==> src/rtl/elelock_pkg.sv <==
// Shared types and helpers for the electronic-lock passcode sequencer.
package elelock_pkg;

   localparam int NUM_KEYS = 10;

   typedef enum logic [2:0] {
      IDLE,
      ENTRY,
      CHECK,
      OPEN,
      LOCKOUT
   } state_t;

   // One-hot keypad vector to 4-bit digit value; callers qualify with a one-hot test.
   function automatic logic [3:0] keyenc(input logic [NUM_KEYS-1:0] key);
      logic [3:0] v;
      v = '0;
      for (int n = 0; n < NUM_KEYS; n++) begin
         if (key[n]) v = 4'(n);
      end
      return v;
   endfunction

endpackage

==> src/rtl/elelock_keyscan.sv <==
// Keypad front end: turns a debounced one-hot tenkey bus into single-cycle
// press strobes with the encoded digit.
module elelock_keyscan
   import elelock_pkg::*;
(
   input  logic                clk,
   input  logic                reset,
   input  logic [NUM_KEYS-1:0] i_tenkey,
   output logic                o_press,
   output logic [3:0]          o_digit
);

   logic [NUM_KEYS-1:0] r_tenkey_q;
   logic                w_onehot;

   always_ff @(posedge clk or posedge reset) begin
      if (reset) r_tenkey_q <= '0;
      else       r_tenkey_q <= i_tenkey;
   end

   // A press needs a clean all-zero cycle before it, so key rollover never registers.
   assign w_onehot = (i_tenkey != '0) && ((i_tenkey & (i_tenkey - NUM_KEYS'(1))) == '0);
   assign o_press  = w_onehot && (r_tenkey_q == '0);
   assign o_digit  = keyenc(i_tenkey);

endmodule

==> src/rtl/elelock_seq.sv <==
// Passcode sequencer: assembles key presses into a code, opens the lock on a
// match, and enforces a timed alarm lockout after repeated wrong codes.
//
//   state   | meaning
//   IDLE    | locked, waiting for the first digit
//   ENTRY   | collecting digits, entry timer running
//   CHECK   | one-cycle compare of the full code
//   OPEN    | unlocked until close is requested
//   LOCKOUT | alarm on, all input ignored until lockout timer expires
module elelock_seq
   import elelock_pkg::*;
#(
   parameter int          DIGITS        = 4,
   parameter logic [15:0] SECRET        = 16'h1234,
   parameter int          MAX_FAIL      = 3,
   parameter int          LOCKOUT_CYC   = 1000,
   parameter int          ENTRY_TIMEOUT = 500
)
(
   input  logic                clk,
   input  logic                reset,
   input  logic [NUM_KEYS-1:0] tenkey,
   input  logic                close,
   output logic                lock,
   output logic                alarm,
   output logic [1:0]          fail_cnt,
   output logic [2:0]          digit_cnt
);

   localparam int CODE_W = 4 * DIGITS;
   localparam int ET_W   = $clog2(ENTRY_TIMEOUT) + 1;
   localparam int LT_W   = $clog2(LOCKOUT_CYC) + 1;

   state_t              r_state, w_state_nxt;
   logic [CODE_W-1:0]   r_code, w_code_nxt, w_shift;
   logic [ET_W-1:0]     r_etmr, w_etmr_nxt;
   logic [LT_W-1:0]     r_ltmr, w_ltmr_nxt;
   logic [1:0]          r_fail, w_fail_nxt;
   logic [2:0]          r_dcnt, w_dcnt_nxt;
   logic                r_lock, r_alarm;
   logic                w_press;
   logic [3:0]          w_digit;

   elelock_keyscan u_keyscan (
      .clk      (clk),
      .reset    (reset),
      .i_tenkey (tenkey),
      .o_press  (w_press),
      .o_digit  (w_digit)
   );

   assign w_shift = (r_code << 4) | CODE_W'(w_digit);

   always_ff @(posedge clk or posedge reset) begin
      if (reset) begin
         r_state <= IDLE;
         r_code  <= '0;
         r_etmr  <= '0;
         r_ltmr  <= '0;
         r_fail  <= '0;
         r_dcnt  <= '0;
         r_lock  <= 1'b1;
         r_alarm <= 1'b0;
      end else begin
         r_state <= w_state_nxt;
         r_code  <= w_code_nxt;
         r_etmr  <= w_etmr_nxt;
         r_ltmr  <= w_ltmr_nxt;
         r_fail  <= w_fail_nxt;
         r_dcnt  <= w_dcnt_nxt;
         r_lock  <= (w_state_nxt != OPEN);
         r_alarm <= (w_state_nxt == LOCKOUT);
      end
   end

   always_comb begin
      w_state_nxt = r_state;
      w_code_nxt  = r_code;
      w_etmr_nxt  = r_etmr;
      w_ltmr_nxt  = r_ltmr;
      w_fail_nxt  = r_fail;
      w_dcnt_nxt  = r_dcnt;
      unique case (r_state)
         IDLE: begin
            if (w_press) begin
               w_code_nxt  = CODE_W'(w_digit);
               w_dcnt_nxt  = 3'd1;
               w_etmr_nxt  = '0;
               w_state_nxt = (DIGITS == 1) ? CHECK : ENTRY;
            end
         end
         ENTRY: begin
            if (close) begin
               w_code_nxt  = '0;
               w_dcnt_nxt  = '0;
               w_state_nxt = IDLE;
            end else if (w_press) begin
               w_code_nxt = w_shift;
               w_dcnt_nxt = r_dcnt + 3'd1;
               w_etmr_nxt = '0;
               if (r_dcnt + 3'd1 == 3'(DIGITS)) w_state_nxt = CHECK;
            end else if (r_etmr == ET_W'(ENTRY_TIMEOUT - 1)) begin
               w_code_nxt  = '0;
               w_dcnt_nxt  = '0;
               w_state_nxt = IDLE;
            end else begin
               w_etmr_nxt = r_etmr + ET_W'(1);
            end
         end
         CHECK: begin
            w_code_nxt = '0;
            w_dcnt_nxt = '0;
            if (r_code == SECRET[CODE_W-1:0]) begin
               w_fail_nxt  = '0;
               w_state_nxt = OPEN;
            end else if ({1'b0, r_fail} + 3'd1 < 3'(MAX_FAIL)) begin
               w_fail_nxt  = r_fail + 2'd1;
               w_state_nxt = IDLE;
            end else begin
               w_fail_nxt  = 2'(MAX_FAIL);
               w_ltmr_nxt  = '0;
               w_state_nxt = LOCKOUT;
            end
         end
         OPEN: begin
            if (close) w_state_nxt = IDLE;
         end
         LOCKOUT: begin
            if (r_ltmr == LT_W'(LOCKOUT_CYC - 1)) begin
               w_ltmr_nxt  = '0;
               w_fail_nxt  = '0;
               w_state_nxt = IDLE;
            end else begin
               w_ltmr_nxt = r_ltmr + LT_W'(1);
            end
         end
         default: w_state_nxt = IDLE;
      endcase
   end

   assign lock      = r_lock;
   assign alarm     = r_alarm;
   assign fail_cnt  = r_fail;
   assign digit_cnt = r_dcnt;

endmodule

==> config.mk <==
export PLATFORM = sky130hd
export DESIGN_NAME = elelock_seq
export DESIGN_NICKNAME = d
export VERILOG_FILES = /design/src/rtl/elelock_pkg.sv /design/src/rtl/elelock_keyscan.sv /design/src/rtl/elelock_seq.sv
export SDC_FILE = /design/constraint.sdc
export NUM_CORES = 1
export LEC_CHECK = 0
export CAP_MARGIN = 40
export CELL_PAD_IN_SITES_DETAIL_PLACEMENT = 0
export CELL_PAD_IN_SITES_GLOBAL_PLACEMENT = 1
export CORE_MARGIN = 8
export CORE_UTILIZATION = 34
export CTS_CLUSTER_SIZE = 12
export DETAILED_ROUTE_END_ITERATION = 12
export PLACE_DENSITY = 0.71
export SYNTH_ARGS = -nofsm -noshare
export SYNTH_HDL_FRONTEND = slang
export SYNTH_SLANG_ARGS = --single-unit
==> constraint.sdc <==
create_clock -name clk -period 2.2 [get_ports clk]
set_input_delay 0.66 -clock clk [delete_from_list [all_inputs] [get_ports clk]]
set_output_delay 0.66 -clock clk [all_outputs]
set_load 0.005 [all_outputs]
==> flow_metrics.py <==
metrics = {
    "run_status": {
        "status": "complete, but fails checks",
        "violations": "negative setup slack",
    },
    "grt": {
        "grt_util_all_layers_pct": 12.7,
        "grt_antenna_before_repair": 0,
        "grt_overflow": 0,
        "first_global_vias": 2457,
        "grt_start_max_net_pins": 24,
        "grt_first_pass_wirelength_um": 11800,
    },
    "timing": {
        "period_minus_slack_ns": 2.48,
        "finalMaxSlewViolations": 0,
        "grt_setup_unrepaired": "true",
        "worst_slew_margin_rel_pct": 60.6,
        "clock_skew_ns": 0.00707,
        "whs_ns": 0.502,
        "final.setup.tns_ns": -4.28,
        "timing.final.crit_share_pct": 113,
        "clock.fmax_mhz": 403,
        "max_slew.worst_pin.slew_ns": 0.589,
        "report.final.hold_viol_count": 0,
        "post-route-worst-setup-slack_ns": -0.278,
        "report.final.setup_viol": 29,
    },
    "drt": {
        "detail_route.drc_violations": 0,
        "drtAntennaViolNets": 0,
        "drt-pass1-iter-count": 4,
        "first_iter_violations": 132,
        "routed_wl_um": 7050,
        "wl_per_cell_um": 15.1,
        "avgViaCountPerCell": 5.18,
        "vias": 2416,
    },
    "worst_setup_path": {
        "max_fanout_on_critical_path": 5,
        "path_cells": "dlygate4sd2_1, or3_4, o21ai_2, nor4b_4, o21ai_2, a211o_4, buf_6, mux2_4",
        "reg2reg_depth": 8,
        "cp_data_required_time_ns": 2.41,
        "setup.worst_path.class": "input pin to register",
        "critPathLaunchType": "input pin",
        "critical_path.max_stage_delay_ns": 0.43,
        "end_kind": "register",
        "crit_arrival_ns": 2.69,
        "crit_path_frequent_cell": "sky130_fd_sc_hd__o21ai_2",
        "worst_path_max_delay_cell": "sky130_fd_sc_hd__or3_4",
    },
    "yosys": {
        "async_set_or_reset_register_ratio_after_synthesis_pct": 100,
        "synth.yosys.seq_area_share_pct": 50.5,
        "synth_most_common_cell": "sky130_fd_sc_hd__dfrtp_1",
        "netlist_instances": 276,
        "postSynth.topFlopCell": "sky130_fd_sc_hd__dfrtp_1",
        "ys_top_cells_by_count": "56 x sky130_fd_sc_hd__dfrtp_1, 20 x sky130_fd_sc_hd__nand2_1, 19 x sky130_fd_sc_hd__o21ai_0",
        "synth.net_count": 293,
        "ys.warnings.count": 0,
        "synth_top_area_share_pct": 49.6,
        "yosysUniqueCellTypes": 51,
        "mappedNetlistArea_um2": 2830,
        "synth_area_per_cell_um2": 10.2,
        "synth_seq_cells": 57,
        "synth_top_area_cell": "sky130_fd_sc_hd__dfrtp_1",
        "synth_edf_count": 0,
        "netlist_top_cells_area": "sky130_fd_sc_hd__dfrtp_1 50%, sky130_fd_sc_hd__a22o_1 4.0%, sky130_fd_sc_hd__mux2i_1 3.5%, sky130_fd_sc_hd__o21ai_0 3.4%, sky130_fd_sc_hd__a21oi_1 2.7%",
    },
    "place": {
        "gpl.final_weighted_congestion": 0.840,
        "port_buf_inserts": 19,
        "number_of_placed_instances_taps_included": 444,
        "placement.setup.worst_slack_ns": -0.976,
        "place.detailed.hpwl_um": 4810,
    },
    "layout": {
        "antenna_cells_inserted": 0,
        "layout.cells.non_filler": 466,
        "design.final.nets": 373,
        "final_core_util_pct": 49.3,
        "ratio_of_cells_with_drive_above_1_in_the_final_layout_pct": 30.2,
        "syn2layout_area_growth_pct": 41.9,
    },
    "worst_hold_path": {
        "hold-path-cell-count": 1,
        "hold_class": "register to register",
    },
    "floorplan": {
        "count_of_standard_cell_rows": 33,
        "ios": 20,
        "initial_core_utilization_pct": 34.8,
        "fp.coreArea_um2": 8130,
        "die-width_um": 107,
        "chipHeight_um": 107,
        "die_area_um2": 11500,
    },
    "clock_tree": {
        "clock_sink_count": 57,
        "cts_root_buf": "sky130_fd_sc_hd__clkbuf_8",
        "ctsLongestPathBuffers": 2,
        "clkLatencyLatePin_ns": 0.34,
        "clkTransAtPathRegs_ns": 0.07,
        "cts_tree": "done",
        "cts.htree.levels": 3,
        "cts-buffers-inserted": 9,
    },
    "power": {
        "power_density_nw_per_um2": 565,
        "leakage_uw": 0.00184,
        "ir_worst_vdd_v": 0.000313,
    },
    "flow_run": {
        "drv_cap": 0,
    },
}
## cell usage in the layout (no fill, tap or decap), types with 4 or more instances in the layout
cell type | netlist | routed
sky130_fd_sc_hd__clkdlybuf4s50_1 | 0 | 12
sky130_fd_sc_hd__inv_1 | 11 | 10
sky130_fd_sc_hd__mux2i_1 | 10 | 10
sky130_fd_sc_hd__clkbuf_8 | 0 | 9
sky130_fd_sc_hd__a22o_1 | 13 | 13
sky130_fd_sc_hd__nand2_1 | 20 | 20
sky130_fd_sc_hd__nor2_1 | 15 | 15
sky130_fd_sc_hd__buf_4 | 0 | 54
sky130_fd_sc_hd__dfrtp_1 | 56 | 56
sky130_fd_sc_hd__nand4_1 | 6 | 6
sky130_fd_sc_hd__buf_6 | 2 | 6
sky130_fd_sc_hd__o21ai_0 | 19 | 19
sky130_fd_sc_hd__nand3_1 | 12 | 12
sky130_fd_sc_hd__nand2b_1 | 11 | 11
sky130_fd_sc_hd__ha_1 | 4 | 4
sky130_fd_sc_hd__and3_1 | 9 | 9
sky130_fd_sc_hd__nor4b_1 | 4 | 4
sky130_fd_sc_hd__a21oi_1 | 15 | 12
## path summary, 6_finish.rpt
| path | startpoint | to | slack [ns] |
|---|---|---|---|
| max | tenkey[5] | r_code[2]$_DFFE_PP0P_ | -0.28 |
| min | r_ltmr[7]$_DFFE_PP0P_ | r_ltmr[7]$_DFFE_PP0P_ | 0.50 |
| max reg2reg | r_etmr[0]$_DFFE_PP0P_ | r_code[2]$_DFFE_PP0P_ | -0.03 |
| min reg2reg | r_ltmr[7]$_DFFE_PP0P_ | r_ltmr[7]$_DFFE_PP0P_ | 0.50 |
| max in group asynchronous | reset | lock$_DFF_PP1_ | 1.10 |
| min in group asynchronous | reset | r_ltmr[5]$_DFFE_PP0P_ | 0.59 |
## kinds of logic after synthesis
kind of cell / share of synthesized area [%]
AO/OA/AOI/OAI: 19.4
XOR/XNOR: 0.620
adder cells (fa/ha/maj): 2.12
buffers and inverters: 3.45
flip-flops: 50.5
multiplexers: 5.13
AND/OR/NAND/NOR: 18.8
## per-stage QoR
stage                     area (µm²)  power (µW)
after floorplan                 2850        1120
after global placement          3560        1190
after detailed placement        3560        1190
after CTS                       3930        2280
after global routing            4010        2350
final                           4010        2270
## what timing repair did
item	CTS	global route
endpoints found under the setup margin	31	32
pin swaps	18	6
buffers inserted	4	2
hold buffers	0	0
resized for setup	41	12
cloned	1	0
## routing by layer
layer | wire, µm | GRT usage [%] | up-vias | share of wire [%]
met2 | 3320 | 19.7 | 37 | 47
met1 | 3450 | 16.5 | 1190 | 49
met3 | 182 | 2.88 | 10 | 2.6
li1 | - | - | 1179 | -
met5 | 0 | 0 | - | 0
met4 | 103 | 5.63 | 0 | 1.5
## area by class of cell
cell class	instances	area, µm²
clock buffers	10	128
clock inverters	6	92.6
fillers	711	4120
inverters	11	41.3
multi-input cells	197	1480
flip-flops and latches	57	1430
well taps	105	131
repair buffers	80	717
## worst max-delay path: cells and delay by family
family,cells,cell delay [ns]
AO/OA/AOI/OAI,3,0.64
buffers and inverters,2,0.42
multiplexers,1,0.29
AND/OR/NAND/NOR,2,0.68
## registers in the layout, indices dropped and copies added (netlist names)
signal,count
u_keyscan.r_tenkey_q,10
digit_cnt,3
r_etmr,10
r_ltmr,11
fail_cnt,2
r_code,16
r_state,3
alarm,1
lock,1
## where the power goes
group | total [µW] | internal [µW] | switching (µW)
Combinational | 115 | 56.4 | 58.1
Sequential | 1060 | 1060 | 2.59
Clock | 1090 | 641 | 452
Total | 2270 | 1750 | 513
Power figures use the tool's default switching activity.
